$ cat src/rtl/instruction_fetch.sv
// Fetch stage: issues in-order imem requests, tracks them in a small queue
// and hands filled words to decode; redirects flush and drop stale responses.
module instruction_fetch #(
   parameter int DEPTH = 4
) (
   input  logic        clk,
   input  logic        rst,
   input  logic [31:0] pc_cur,
   output logic [31:0] pc_next,
   output logic        imem_req_valid,
   input  logic        imem_req_ready,
   output logic [31:0] imem_req_addr,
   input  logic        imem_rsp_valid,
   input  logic [31:0] imem_rsp_data,
   input  logic        redirect_valid,
   input  logic [31:0] redirect_pc,
   output logic        if_valid,
   input  logic        if_ready,
   output logic [31:0] if_instr,
   output logic [31:0] if_pc
);

   localparam int PW = $clog2(DEPTH);
   localparam int CW = PW + 1;

   logic [31:0]    pc_q    [DEPTH];
   logic [31:0]    instr_q [DEPTH];
   logic [DEPTH-1:0] filled_q;

   logic [CW-1:0] alloc_ptr;
   logic [CW-1:0] fill_ptr;
   logic [CW-1:0] head_ptr;
   logic [CW-1:0] stale;
   logic [CW-1:0] used;
   logic [CW-1:0] pend;
   logic [CW:0]   credit;

   logic [PW-1:0] alloc_idx;
   logic [PW-1:0] fill_idx;
   logic [PW-1:0] head_idx;

   logic req_hs;
   logic pop;
   logic fill;
   logic drop;

   assign alloc_idx = alloc_ptr[PW-1:0];
   assign fill_idx  = fill_ptr[PW-1:0];
   assign head_idx  = head_ptr[PW-1:0];

   assign used   = alloc_ptr - head_ptr;
   assign pend   = alloc_ptr - fill_ptr;
   assign credit = {1'b0, used} + {1'b0, stale};

   // Credits cover both live entries and responses owed to flushed streams
   assign imem_req_valid = !rst && !redirect_valid
                         && (credit < (CW+1)'(DEPTH));
   assign imem_req_addr  = pc_cur;
   assign req_hs         = imem_req_valid && imem_req_ready;

   assign if_valid = !rst && !redirect_valid
                   && (used != '0) && filled_q[head_idx];
   assign if_instr = instr_q[head_idx];
   assign if_pc    = pc_q[head_idx];
   assign pop      = if_valid && if_ready;

   assign fill = imem_rsp_valid && !redirect_valid && (stale == '0);
   assign drop = imem_rsp_valid && !redirect_valid && (stale != '0);

   always_comb begin
      pc_next = pc_cur;
      if (rst)
         pc_next = pc_cur;
      else if (redirect_valid)
         pc_next = redirect_pc & 32'hFFFF_FFFC;
      else if (req_hs)
         pc_next = pc_cur + 32'd4;
   end

   always_ff @(posedge clk or posedge rst) begin
      if (rst) begin
         alloc_ptr <= '0;
         fill_ptr  <= '0;
         head_ptr  <= '0;
         stale     <= '0;
         filled_q  <= '0;
         for (int i = 0; i < DEPTH; i++) begin
            pc_q[i]    <= '0;
            instr_q[i] <= '0;
         end
      end else if (redirect_valid) begin
         alloc_ptr <= '0;
         fill_ptr  <= '0;
         head_ptr  <= '0;
         stale     <= stale + pend - CW'(imem_rsp_valid);
      end else begin
         if (req_hs) begin
            pc_q[alloc_idx]     <= pc_cur;
            filled_q[alloc_idx] <= 1'b0;
            alloc_ptr           <= alloc_ptr + 1'b1;
         end
         if (fill) begin
            instr_q[fill_idx]  <= imem_rsp_data;
            filled_q[fill_idx] <= 1'b1;
            fill_ptr           <= fill_ptr + 1'b1;
         end else if (drop) begin
            stale <= stale - 1'b1;
         end
         if (pop)
            head_ptr <= head_ptr + 1'b1;
      end
   end

endmodule
$ cat config.mk
export PLATFORM = sky130hd
export DESIGN_NAME = instruction_fetch
export DESIGN_NICKNAME = d
export VERILOG_FILES = /design/src/rtl/instruction_fetch.sv
export SDC_FILE = /design/constraint.sdc
export NUM_CORES = 1
export LEC_CHECK = 0
export CAP_MARGIN = 10
export CORE_MARGIN = 4
export CORE_UTILIZATION = 54
export DETAILED_ROUTE_END_ITERATION = 7
export PLACE_DENSITY = 0.9
export SKIP_LAST_GASP = 1
export SLEW_MARGIN = 20
export SYNTH_ARGS = -nofsm -noshare
export SYNTH_HDL_FRONTEND = slang
export SYNTH_SLANG_ARGS = --single-unit
$ cat constraint.sdc
create_clock -name clk -period 15.25 [get_ports clk]
set_input_delay 1.525 -clock clk [delete_from_list [all_inputs] [get_ports clk]]
set_output_delay 1.525 -clock clk [all_outputs]
set_load 0.1 [all_outputs]
Word level (Yosys, flattened, before mapping)
Cells that the tools add are included.
Word-level totals
  register bits: 272
  bits of input ports: 102
  logic and storage cells: 100
Operators by class
  add/sub/neg operators: 10
  order comparisons: 11
  equality and inequality tests: 1
  multiplexer cells: 33
  bitwise logic cells: 7
  reductions and logical operators: 25
Operators with widths (number)
  32-bit 2-to-1 mux: 9
  128-bit bitwise mux: 2
  32-bit binary-select mux with 2-bit select: 2
  32-bit demux with 2-bit select: 2
  32-bit by 3-bit adder with 32-bit output (second input constant): 1
  3-bit 2-to-1 mux: 9
  1-bit logical AND: 13
  4-bit 2-to-1 mux: 3
  3-bit by 1-bit adder with 3-bit output (second input constant): 3
  3-bit greater-or-equal comparator (second input constant): 3
  2-bit by 3-bit < comparator with 1-bit output (second input constant): 3
  2-bit inverter with 3-bit output: 3
  2-bit nonzero test: 4
  3-bit by 1-bit < comparator with 1-bit output (second input constant): 2
  2-bit AND reduction: 3
  3-bit nonzero test: 2
  3-bit subtractor: 2
  3-bit by 3-bit adder with 4-bit output: 1
  4-bit AND: 1
  1-bit demux with 2-bit select: 2
  2-bit by 1-bit greater-or-equal comparator with 1-bit output (second input constant): 2
  4-bit by 3-bit < comparator with 1-bit output (second input constant): 1
  4-bit inverter: 1
  4-bit bitwise OR: 1
  9 further kinds: 12

Logic depth before layout (Yosys ltp)
Gate-level depths: netlist (run 1).
  depth in word-level cells: 10
  gate-level depth with buffers: 13
  mapped depth without buffers: 13

Least setup slack after synthesis (run 1)
OpenSTA, ideal clock, no wires.
  path kind: input to output
  from: input rst
  to: output pc_next[10]
  arrival: 12.332 ns
  required time: 13.725 ns
  setup slack: 1.393 ns
  stages on the path: 5
  path through: buf_4 -> clkinv_1 -> clkbuf_1 -> o22ai_1 -> a21oi_1
Between the ends
  longest elaborated chain between the ends: 7
RTL lines
  from (decl): RTL line 7  | input logic rst,
  1-bit zero test (no source line)
  1-bit logical AND: RTL line 56  | assign imem_req_valid = !rst && !redirect_valid
  1-bit logical AND: RTL line 57  | && (credit < (CW+1)'(DEPTH));
  1-bit logical AND: RTL line 59  | assign req_hs = imem_req_valid && imem_req_ready;
  32-bit 2-to-1 mux: RTL line 76  | else if (req_hs)
  32-bit 2-to-1 mux: RTL line 74  | else if (redirect_valid)
  32-bit 2-to-1 mux *: RTL line 72  | if (rst)
  to (decl): RTL line 9  | output logic [31:0] pc_next,
Every way passes the cells marked *; elsewhere a longest branch is shown, timed or not.

Final worst setup path (run 1)
  from: register head_ptr[1]
  to: output pc_next[28]
Between the ends
  longest elaborated chain between the ends: 8
RTL lines
  from (decl): RTL line 32  | logic [CW-1:0] head_ptr;
  from (signal assigned): RTL line 110  | head_ptr <= head_ptr + 1'b1;
  3-bit subtractor: RTL line 51  | assign used = alloc_ptr - head_ptr;
  3-bit by 3-bit adder with 4-bit output: RTL line 53  | assign credit = {1'b0, used} + {1'b0, stale};
  4-bit by 3-bit < comparator with 1-bit output: RTL line 57
  1-bit logical AND: RTL line 57
  1-bit logical AND: RTL line 59
  32-bit 2-to-1 mux: RTL line 76
  32-bit 2-to-1 mux: RTL line 74
  32-bit 2-to-1 mux: RTL line 72
Every way passes these cells.

==> results_dict.tcl, run 1 <==
set metrics [dict create \
    place_congestion 0.910 \
    worst_slew_pin_slew_ns 1.17 \
    crit_fanout 68 \
    worstPathRequired_ns 13.73 \
    finClkSkew_ns 0.0102 \
    ys_warn_count 0 \
    core_area_um2 24500 \
    synth_ff_type "dfrtp_1" \
    numCtsBuffers 28 \
    grt_pass1_vias 9547 \
    rows 57 \
    cp-start-kind "flop" \
    fin_util_pct 68.5 \
    synthArstFlopShare_pct 100 \
    start_util_pct 55.5 \
    io_pins 232 \
    synth-compound-area-share_pct 3.82 \
    synth_top_family_by_area "multiplexers" \
    grt_max_degree 83 \
    maxCapViolations 0 \
    rsz0062_at_grt "no" \
    synth_xor_area_share_pct 1.26 \
    top_usage_layer "met2" \
    timing.fmax_ghz 0.133 \
    drt_wl_total_um 32300 \
    pwr_density_cell_nw_per_um2 189 \
    antenna_found_initial 1 \
    vias 8943 \
    clk_pin_slew_ns 0.06 \
    fin_tns_setup_ns 0 \
    fin_crit_ns 7.53 \
    syn_area_um2 13600 \
    slew_headroom_pct 22.0 \
    status "completed" \
    first_pass_iters 5 \
    synthesis.instances 981 \
    drive_above_1_share_pct 33.3 \
    worstReg2RegStart "head_ptr[1]$_DFFE_PP0P_" \
    peakVddDrop_uv 161 \
    nets 1274 \
    arrival_ns 6.01 \
    critical_path_class "flop to output pin" \
    synth_edf_count 0 \
    place.port_buffers 229 \
    wire_per_inst_um 21.6 \
    p_leak_uw 0.00751 \
    timing.final.crit_share_pct 49.4 \
    drtAntennaViolNets 0 \
    fill_cells 1706 \
    grt_util_met1_pct 28.5 \
    reg2reg_to "pc_q[87]$_DFFE_PP0P_" \
    setup_viol 0 \
    cts-root-buf "clkbuf_16" \
    crit_end "pc_next[28]" \
    grt_use_met2_pct 39.5 \
    die_w_um 167 \
    synth_seq_area_share_pct 50.0 \
    drt-initial-drc-count 725 \
    diodes 0 \
    cts.repair.resized 0 \
    dpl.hpwl_um 21100 \
    die_h_um 167 \
    htreeDepth 1 \
    hold_path.class "flop to flop" \
    crit_path_end_kind "output pin" \
    synth_fa_ha_area_share_pct 2.21 \
    dieArea_um2 27800 \
    hold_buffers 0 \
    r2r_cells 8 \
    hold_violations 0 \
    viasPerCell 5.97 \
    clockBufferDepth 3 \
    clock-sinks 272 \
    synth_mux_area_share_pct 31.8 \
    postSynthAreaPerCell_um2 13.9 \
    grtUsageTotal_pct 22.9 \
    grt_pass1_wl_um 52000 \
    yosys.area_share.simple_pct 6.08 \
    slew_viol_final 0 \
    cts_tree "built" \
    syn2layout_area_growth_pct 23.6 \
    cts_setup_buffers 0 \
    met3_usage_pct 6.02 \
    synth_seq_cells 272 \
    ys_types 64 \
    clock_latency_ns 0.54 \
    worstSetupStartpoint "head_ptr[1]$_DFFE_PP0P_" \
    p_total_uw 3180 \
    r2r_slack_ns 10.40 \
    drc 0 \
    syn-num-nets 1104 \
    grt_overflow 0 \
]
worst max-delay path, stage by stage (launching register included):
cell             delay, ns
dfrtp_4               1.13
inv_1                 0.15
fa_1                  0.44
xnor3_1               0.23
ha_1                  0.31
nor3_2                0.25
and4_1                0.84
and4_1                0.55
a211oi_1              0.12
nor3_1                0.27
clkdlybuf4s50_1       1.18
layout by cell type, fill, tap and decap left out, drive strengths merged, types with 3 or more instances in the layout:
master         netlist  layout
a21oi               13      13
a31oi                3       3
ha                  16      16
clkinv               2       9
nand4                9       9
and3                 9       9
clkinvlp             0       3
dfrtp              272     272
a211oi               7       7
nor2                25      25
nor3                17      17
nor4                 4       4
nand3               14      14
fa                   5       5
o21ai               15      15
inv                 19      22
o22ai               21      21
xor2                 7       7
mux4                65      65
nand2               51      51
mux2               248     248
mux2i                7       7
clkbuf              17      35
or4                  3       3
and2                 7       7
buf                 81       9
a311oi               4       4
clkdlybuf4s50        0     229
xnor2               10      10
bufinv               0       4
and4                 3       3
synthesized netlist by cell type, drive strengths merged (10+ instances only):
| library cell | count | area share [%] |
|---|---|---|
| a21oi | 13 | 0.48 |
| buf | 81 | 3.7 |
| clkbuf | 17 | 0.51 |
| dfrtp | 272 | 50 |
| ha | 16 | 1.5 |
| inv | 19 | 0.52 |
| mux2 | 248 | 21 |
| mux4 | 65 | 11 |
| nand2 | 51 | 1.5 |
| nand3 | 14 | 0.55 |
| nor2 | 25 | 0.85 |
| nor3 | 17 | 0.78 |
| o21ai | 15 | 0.55 |
| o22ai | 21 | 0.97 |
| xnor2 | 10 | 0.64 |
through the flow:
stage / setup WS [ns] / std cells / instance area [um^2] / hold slack, ns
after floorplan: 1.39 / 981 / 13600 / 0.442
final: 7.72 / 1497 / 16800 / 0.477
after global placement: 8.16 / 1445 / 15800 / 0.454
after detailed placement: 8.16 / 1445 / 15800 / 0.470
after global routing: 7.37 / 1497 / 16800 / 0.505
after CTS: 7.65 / 1497 / 16800 / 0.484
sequential cells by signal, summed over array words and instances (netlist names):
register and cells:
instr_q 128, pc_q 128, filled_q 4, alloc_ptr 3, fill_ptr 3, head_ptr 3
stale 3
per-layer routing:
| layer | vias to the layer above | part of all wire (%) |
|---|---|---|
| li1 | 3932 | - |
| met1 | 4576 | 40 |
| met2 | 352 | 49 |
| met3 | 81 | 7.7 |
| met4 | 2 | 3.2 |
| met5 | - | 0.040 |
logic make-up (layout without fill, tap and decap cells):
family          Yosys count  in the layout
compound gates           80             80
xor+xnor                 18             18
fa+ha+maj                21             21
buf+inv                 119            311
flops                   272            272
mux                     320            320
simple gates            151            151
where the power goes:
part,internal (uW),total (uW),switching [uW]
clock network,437,728,290
logic,457,1430,975
registers,923,1020,101
worst min-delay path by stage:
stage / cells past startpoint / from / endpoint
after floorplan: 2 / filled_q[2]$_DFFE_PP0N_ / filled_q[2]$_DFFE_PP0N_
after global placement: 2 / filled_q[0]$_DFFE_PP0N_ / filled_q[0]$_DFFE_PP0N_
after detailed placement: 2 / pc_q[126]$_DFFE_PP0P_ / pc_q[126]$_DFFE_PP0P_
after CTS: 2 / pc_q[126]$_DFFE_PP0P_ / pc_q[126]$_DFFE_PP0P_
after global routing: 1 / instr_q[37]$_DFFE_PP0P_ / instr_q[37]$_DFFE_PP0P_
final: 2 / filled_q[0]$_DFFE_PP0N_ / filled_q[0]$_DFFE_PP0N_
cell type report:
type / instances / area [um^2] / area share, %
Clock inverter: 17 / 215 / 1.28
Multi-Input combinational cell: 590 / 6150 / 36.6
Inverter: 21 / 86.3 / 0.513
Sequential cell: 272 / 6810 / 40.5
Tap cell: 324 / 405 / 2.41
Timing Repair Buffer: 238 / 2360 / 14.0
Clock buffer: 35 / 788 / 4.69
Note: power is estimated with default switching activity, not from simulation.
==> run 2: changes to the inputs <==
--- a/config.mk
+++ b/config.mk
@@ -7,9 +7,9 @@
 export LEC_CHECK = 0
 export CAP_MARGIN = 10
 export CORE_MARGIN = 4
-export CORE_UTILIZATION = 54
+export CORE_UTILIZATION = 49
 export DETAILED_ROUTE_END_ITERATION = 7
-export PLACE_DENSITY = 0.9
+export PLACE_DENSITY = 0.87
 export SKIP_LAST_GASP = 1
 export SLEW_MARGIN = 20
 export SYNTH_ARGS = -nofsm -noshare
==> constraint.sdc (replaced) <==
create_clock -name clk -period 6.22 [get_ports clk]
set_input_delay 0.622 -clock clk [delete_from_list [all_inputs] [get_ports clk]]
set_output_delay 0.622 -clock clk [all_outputs]
set_load 0.1 [all_outputs]
==> results_dict.tcl, run 2 (synthesis gave the netlist of run 1 again) <==
set metrics [dict create \
    drt-initial-drc-count 598 \
    rows 60 \
    crit_fanout 21 \
    grtUsageTotal_pct 21.4 \
    final_common_cell "dfrtp_1" \
    core_area_um2 27100 \
    numCtsBuffers 29 \
    cts.repair.resized 0 \
    drive_above_1_share_pct 35.6 \
    timing.fmax_ghz 0.191 \
    die_h_um 175 \
    place.port_buffers 229 \
    reg2reg_to "pc_q[119]$_DFFE_PP0P_" \
    placed_area_um2 15800 \
    hold_path.class "flop to flop" \
    cts_setup_buffers 0 \
    clockBufferDepth 3 \
    place_inst 1492 \
    arrival_ns 4.62 \
    hold_buffers 0 \
    grt_overflow 0 \
    syn2layout_area_growth_pct 23.0 \
    cts_tree "built" \
    cp-start-kind "flop" \
    p_leak_uw 0.00751 \
    grt_pass1_wl_um 53100 \
    critical_path_class "flop to output pin" \
    start_util_pct 50.2 \
    io_pins 232 \
    viasPerCell 5.77 \
    antenna_found_initial 2 \
    cts-root-buf "clkbuf_16" \
    htreeDepth 1 \
    first_pass_iters 4 \
    dieArea_um2 30500 \
    final_cell_count_no_fill 1541 \
    setup_viol 0 \
    nets 1274 \
    timing.final.crit_share_pct 84.2 \
    fin_util_pct 61.8 \
    layout_common_cells "dfrtp_1 (270), mux2_2 (243), clkdlybuf4s50_1 (199)" \
    crit_end "pc_next[30]" \
    wire_per_inst_um 21.7 \
    peakVddDrop_uv 332 \
    clock_latency_ns 0.53 \
    worstReg2RegStart "alloc_ptr[0]$_DFFE_PP0P_" \
    r2r_slack_ns 1.88 \
    clock-sinks 272 \
    dpl.hpwl_um 21700 \
    fin_crit_ns 5.24 \
    slew_viol_final 0 \
    worst_slew_pin_slew_ns 1.08 \
    fin_tns_setup_ns 0 \
    hold_violations 0 \
    finClkSkew_ns 0.00996 \
    die_w_um 175 \
    maxCapViolations 0 \
    grt_pass1_vias 9678 \
    slew_headroom_pct 27.9 \
    drt_wl_total_um 33500 \
    clk_pin_slew_ns 0.06 \
    finish.instance_area_um2 16700 \
    rsz0062_at_grt "no" \
    holdWs_ns 0.473 \
    drtAntennaViolNets 0 \
    vias 8893 \
    diodes 0 \
    reg.largest.list "instr_q x128, pc_q x128, filled_q x4" \
    drc 0 \
    pwr_density_cell_nw_per_um2 459 \
    worstPathRequired_ns 5.60 \
    crit_path_end_kind "output pin" \
    place_congestion 0.928 \
    worstSetupStartpoint "alloc_ptr[0]$_DFFE_PP0P_" \
    grt_max_degree 169 \
    status "completed" \
    r2r_cells 10 \
]
-- run 2: power by group --
part | total [uW] | switching, uW | internal [uW]
combinational | 3510 | 2400 | 1120
clock | 1660 | 658 | 1000
sequential | 2520 | 253 | 2260
total | 7690 | 3310 | 4380
-- run 2: routing by layer --
| metal | part of all wire (%) | wire, um | vias up | track usage, % |
|---|---|---|---|---|
| li1 | - | - | 3921 | - |
| met1 | 40 | 13500 | 4557 | 26.8 |
| met2 | 49 | 16500 | 350 | 37.3 |
| met3 | 8.6 | 2870 | 61 | 6.08 |
| met4 | 1.9 | 642 | 4 | 5.04 |
| met5 | 0.081 | 27 | - | 0 |
-- run 2: worst min path at each step --
| stage | from | endpoint | slack [ns] | cells past startpoint |
|---|---|---|---|---|
| after floorplan | filled_q[2]$_DFFE_PP0N_ | filled_q[2]$_DFFE_PP0N_ | 0.44 | 2 |
| after global placement | filled_q[0]$_DFFE_PP0N_ | filled_q[0]$_DFFE_PP0N_ | 0.45 | 2 |
| after detailed placement | filled_q[3]$_DFFE_PP0N_ | filled_q[3]$_DFFE_PP0N_ | 0.46 | 2 |
| after CTS | filled_q[3]$_DFFE_PP0N_ | filled_q[3]$_DFFE_PP0N_ | 0.48 | 2 |
| after global routing | pc_q[62]$_DFFE_PP0P_ | pc_q[62]$_DFFE_PP0P_ | 0.51 | 2 |
| final | filled_q[3]$_DFFE_PP0N_ | filled_q[3]$_DFFE_PP0N_ | 0.47 | 2 |
-- run 2: area by class of cell --
type	count	area, um^2
clock inverters	6	80.1
inverters	21	86.3
flip-flops and latches	272	6810
multi-input cells	590	6160
clock buffers	43	838
repair buffers	237	2290
fillers	2043	10400
well taps	372	465
-- run 2: critical path, stage by stage, from the launching register on --
cell and delay (ns):
dfrtp_1 0.46, inv_1 0.14, ha_1 0.15, inv_1 0.04, fa_1 0.37, xnor3_1 0.22
ha_1 0.30, nor3_2 0.25, and4_1 0.87, nand3_1 0.29, o31a_1 0.37, nor4_2 0.29
buf_4 0.33
-- run 2: through the flow --
| stage | total power [uW] | worst slack [ns] |
|---|---|---|
| 2_1_floorplan | 5270 | 0.423 |
| 3_3_place_gp | 5970 | 1.63 |
| 3_5_place_dp | 6070 | 1.60 |
| 4_1_cts | 7770 | 1.02 |
| 5_1_grt | 8020 | 0.752 |
| 6_report | 7690 | 0.982 |
==> run 3: changes to the inputs <==
==> constraint.sdc (replaced) <==
create_clock -name clk -period 4.4 [get_ports clk]
set_input_delay 0.44 -clock clk [delete_from_list [all_inputs] [get_ports clk]]
set_output_delay 0.44 -clock clk [all_outputs]
set_load 0.1 [all_outputs]
==> results_dict.tcl, run 3 (synthesis gave the netlist of run 1 again) <==
set metrics [dict create \
    status "completed" \
    arrival_ns 3.87 \
    htreeDepth 1 \
    maxCapViolations 0 \
    grtUsageTotal_pct 21.6 \
    layout_common_cells "dfrtp_1 (269), mux2_2 (243), clkdlybuf4s50_1 (136)" \
    diodes 0 \
    die_h_um 175 \
    fin_crit_ns 4.31 \
    rows 60 \
    io_pins 232 \
    worst_slew_pin_slew_ns 0.974 \
    rsz0062_at_grt "yes" \
    die_w_um 175 \
    timing.final.crit_share_pct 97.9 \
    core_area_um2 27100 \
    clock-sinks 272 \
    hold_path.class "flop to flop" \
    wire_per_inst_um 21.5 \
    start_util_pct 50.2 \
    pwr_density_cell_nw_per_um2 639 \
    slew_viol_final 0 \
    clock_latency_ns 0.54 \
    setup_ws_ns 0.0946 \
    drive_above_1_share_pct 44.0 \
    seqPwrFrac_pct 32.1 \
    dpl.hpwl_um 22800 \
    clk_pin_slew_ns 0.06 \
    cp-start-kind "flop" \
    fin_tns_setup_ns 0 \
    holdWs_ns 0.478 \
    fill_cells 1957 \
    critical_path_class "flop to output pin" \
    vias 9055 \
    finClkSkew_ns 0.0114 \
    crit_path_end_kind "output pin" \
    peakVddDrop_uv 552 \
    syn2layout_area_growth_pct 27.7 \
    grt_max_degree 145 \
    nets 1296 \
    place.port_buffers 229 \
    dp_slack_ns 0.395 \
    slew_headroom_pct 34.8 \
    p_leak_uw 0.00790 \
    p_total_uw 11100 \
    switching_share_pct 43.0 \
    timing.fmax_ghz 0.232 \
    first_pass_iters 5 \
    worstPathRequired_ns 3.96 \
    clockBufferDepth 3 \
    final_cell_count_no_fill 1567 \
    viasPerCell 5.78 \
    netSwitchingPower_uw 4780 \
    hold_violations 0 \
    clkPwrFrac_pct 22.6 \
    drt_wl_total_um 33700 \
    place_congestion 0.854 \
    cts-root-buf "clkbuf_16" \
    drt-initial-drc-count 559 \
    drc 0 \
    reg.largest.list "instr_q x128, pc_q x128, filled_q x4" \
    place_inst 1511 \
    combPwrFrac_pct 45.3 \
    numCtsBuffers 29 \
    cts_tree "built" \
    crit_fanout 10 \
    grt_pass1_vias 9695 \
    dieArea_um2 30500 \
    drtAntennaViolNets 0 \
    p_int_uw 6320 \
    grt_pass1_wl_um 53200 \
    final_common_cell "dfrtp_1" \
    grt_overflow 0 \
    antenna_found_initial 2 \
    setup_viol 0 \
]
## run 3: cell types whose count changed in the layout (fill, tap and decap cells not counted), moves of 5 or more
cell	delta
a21oi_1	-8
clkdlybuf4s50_1	-63
nor3_2	+5
buf_4	+49
buf_12	+35
a21oi_2	+8
nor3_1	-6
## run 3: path summary, 6_finish.rpt
kind | startpoint | to | slack, ns | cells past startpoint
max in group asynchronous | rst | pc_q[100]$_DFFE_PP0P_ | 2.79 | 3
min in group asynchronous | rst | pc_q[112]$_DFFE_PP0P_ | 0.54 | 2
max reg2reg | alloc_ptr[0]$_DFFE_PP0P_ | pc_q[55]$_DFFE_PP0P_ | 0.67 | 12
min | filled_q[3]$_DFFE_PP0N_ | filled_q[3]$_DFFE_PP0N_ | 0.48 | 2
min reg2reg | filled_q[3]$_DFFE_PP0N_ | filled_q[3]$_DFFE_PP0N_ | 0.48 | 2
max | alloc_ptr[0]$_DFFE_PP0P_ | pc_next[15] | 0.09 | 13
## run 3: area by class of cell
class / instances / area, um^2 / area share [%]
sequential: 272 / 6820 / 39.2
multi-input combinational: 590 / 6290 / 36.2
timing repair buffer: 259 / 2740 / 15.8
clock buffer: 41 / 791 / 4.55
tap: 372 / 465 / 2.68
clock inverter: 12 / 189 / 1.09
inverter: 21 / 86.3 / 0.497
## run 3: power by group through the flow
stage	logic [uW]	clock network, uW	registers (uW)
after floorplan	4000	0	3460
after global placement	4920	0	3530
after detailed placement	5020	0	3590
after CTS	5040	2570	3560
after global routing	5230	2660	3630
final	5030	2510	3560
## run 3: per-layer routing
layer	global-route usage (%)	up-vias	share of wire (%)
li1	-	3976	-
met1	26.8	4650	39
met2	37.9	370	51
met3	6.30	55	9.0
met4	4.42	4	1.6
met5	0	-	0.065
## run 3: timing repair
action / in CTS / in global routing
endpoints found under the setup margin: 14 / 8
hold buffers: 0 / 0
resized for setup: 4 / 6
buffers inserted: 2 / 1
pin swaps: 2 / 3
## run 3: stage by stage
stage | util [%] | cell area (um^2)
CTS | 64.0 | 17300
floorplan | - | 13700
finish | 64.1 | 17400
global route | 64.1 | 17400
detailed placement | 60.3 | 16300
global placement | 60.3 | 16300
## run 3: worst max-delay path, cell delays in order (launching register included)
cell and delay, ns:
dfrtp_2 0.46, inv_1 0.12, ha_1 0.16, inv_1 0.05, fa_1 0.36, xnor3_1 0.23
ha_1 0.35, nor3_4 0.21, buf_4 0.15, nand4_4 0.24, o41ai_1 0.55, buf_4 0.21
a21oi_2 0.07, buf_12 0.18
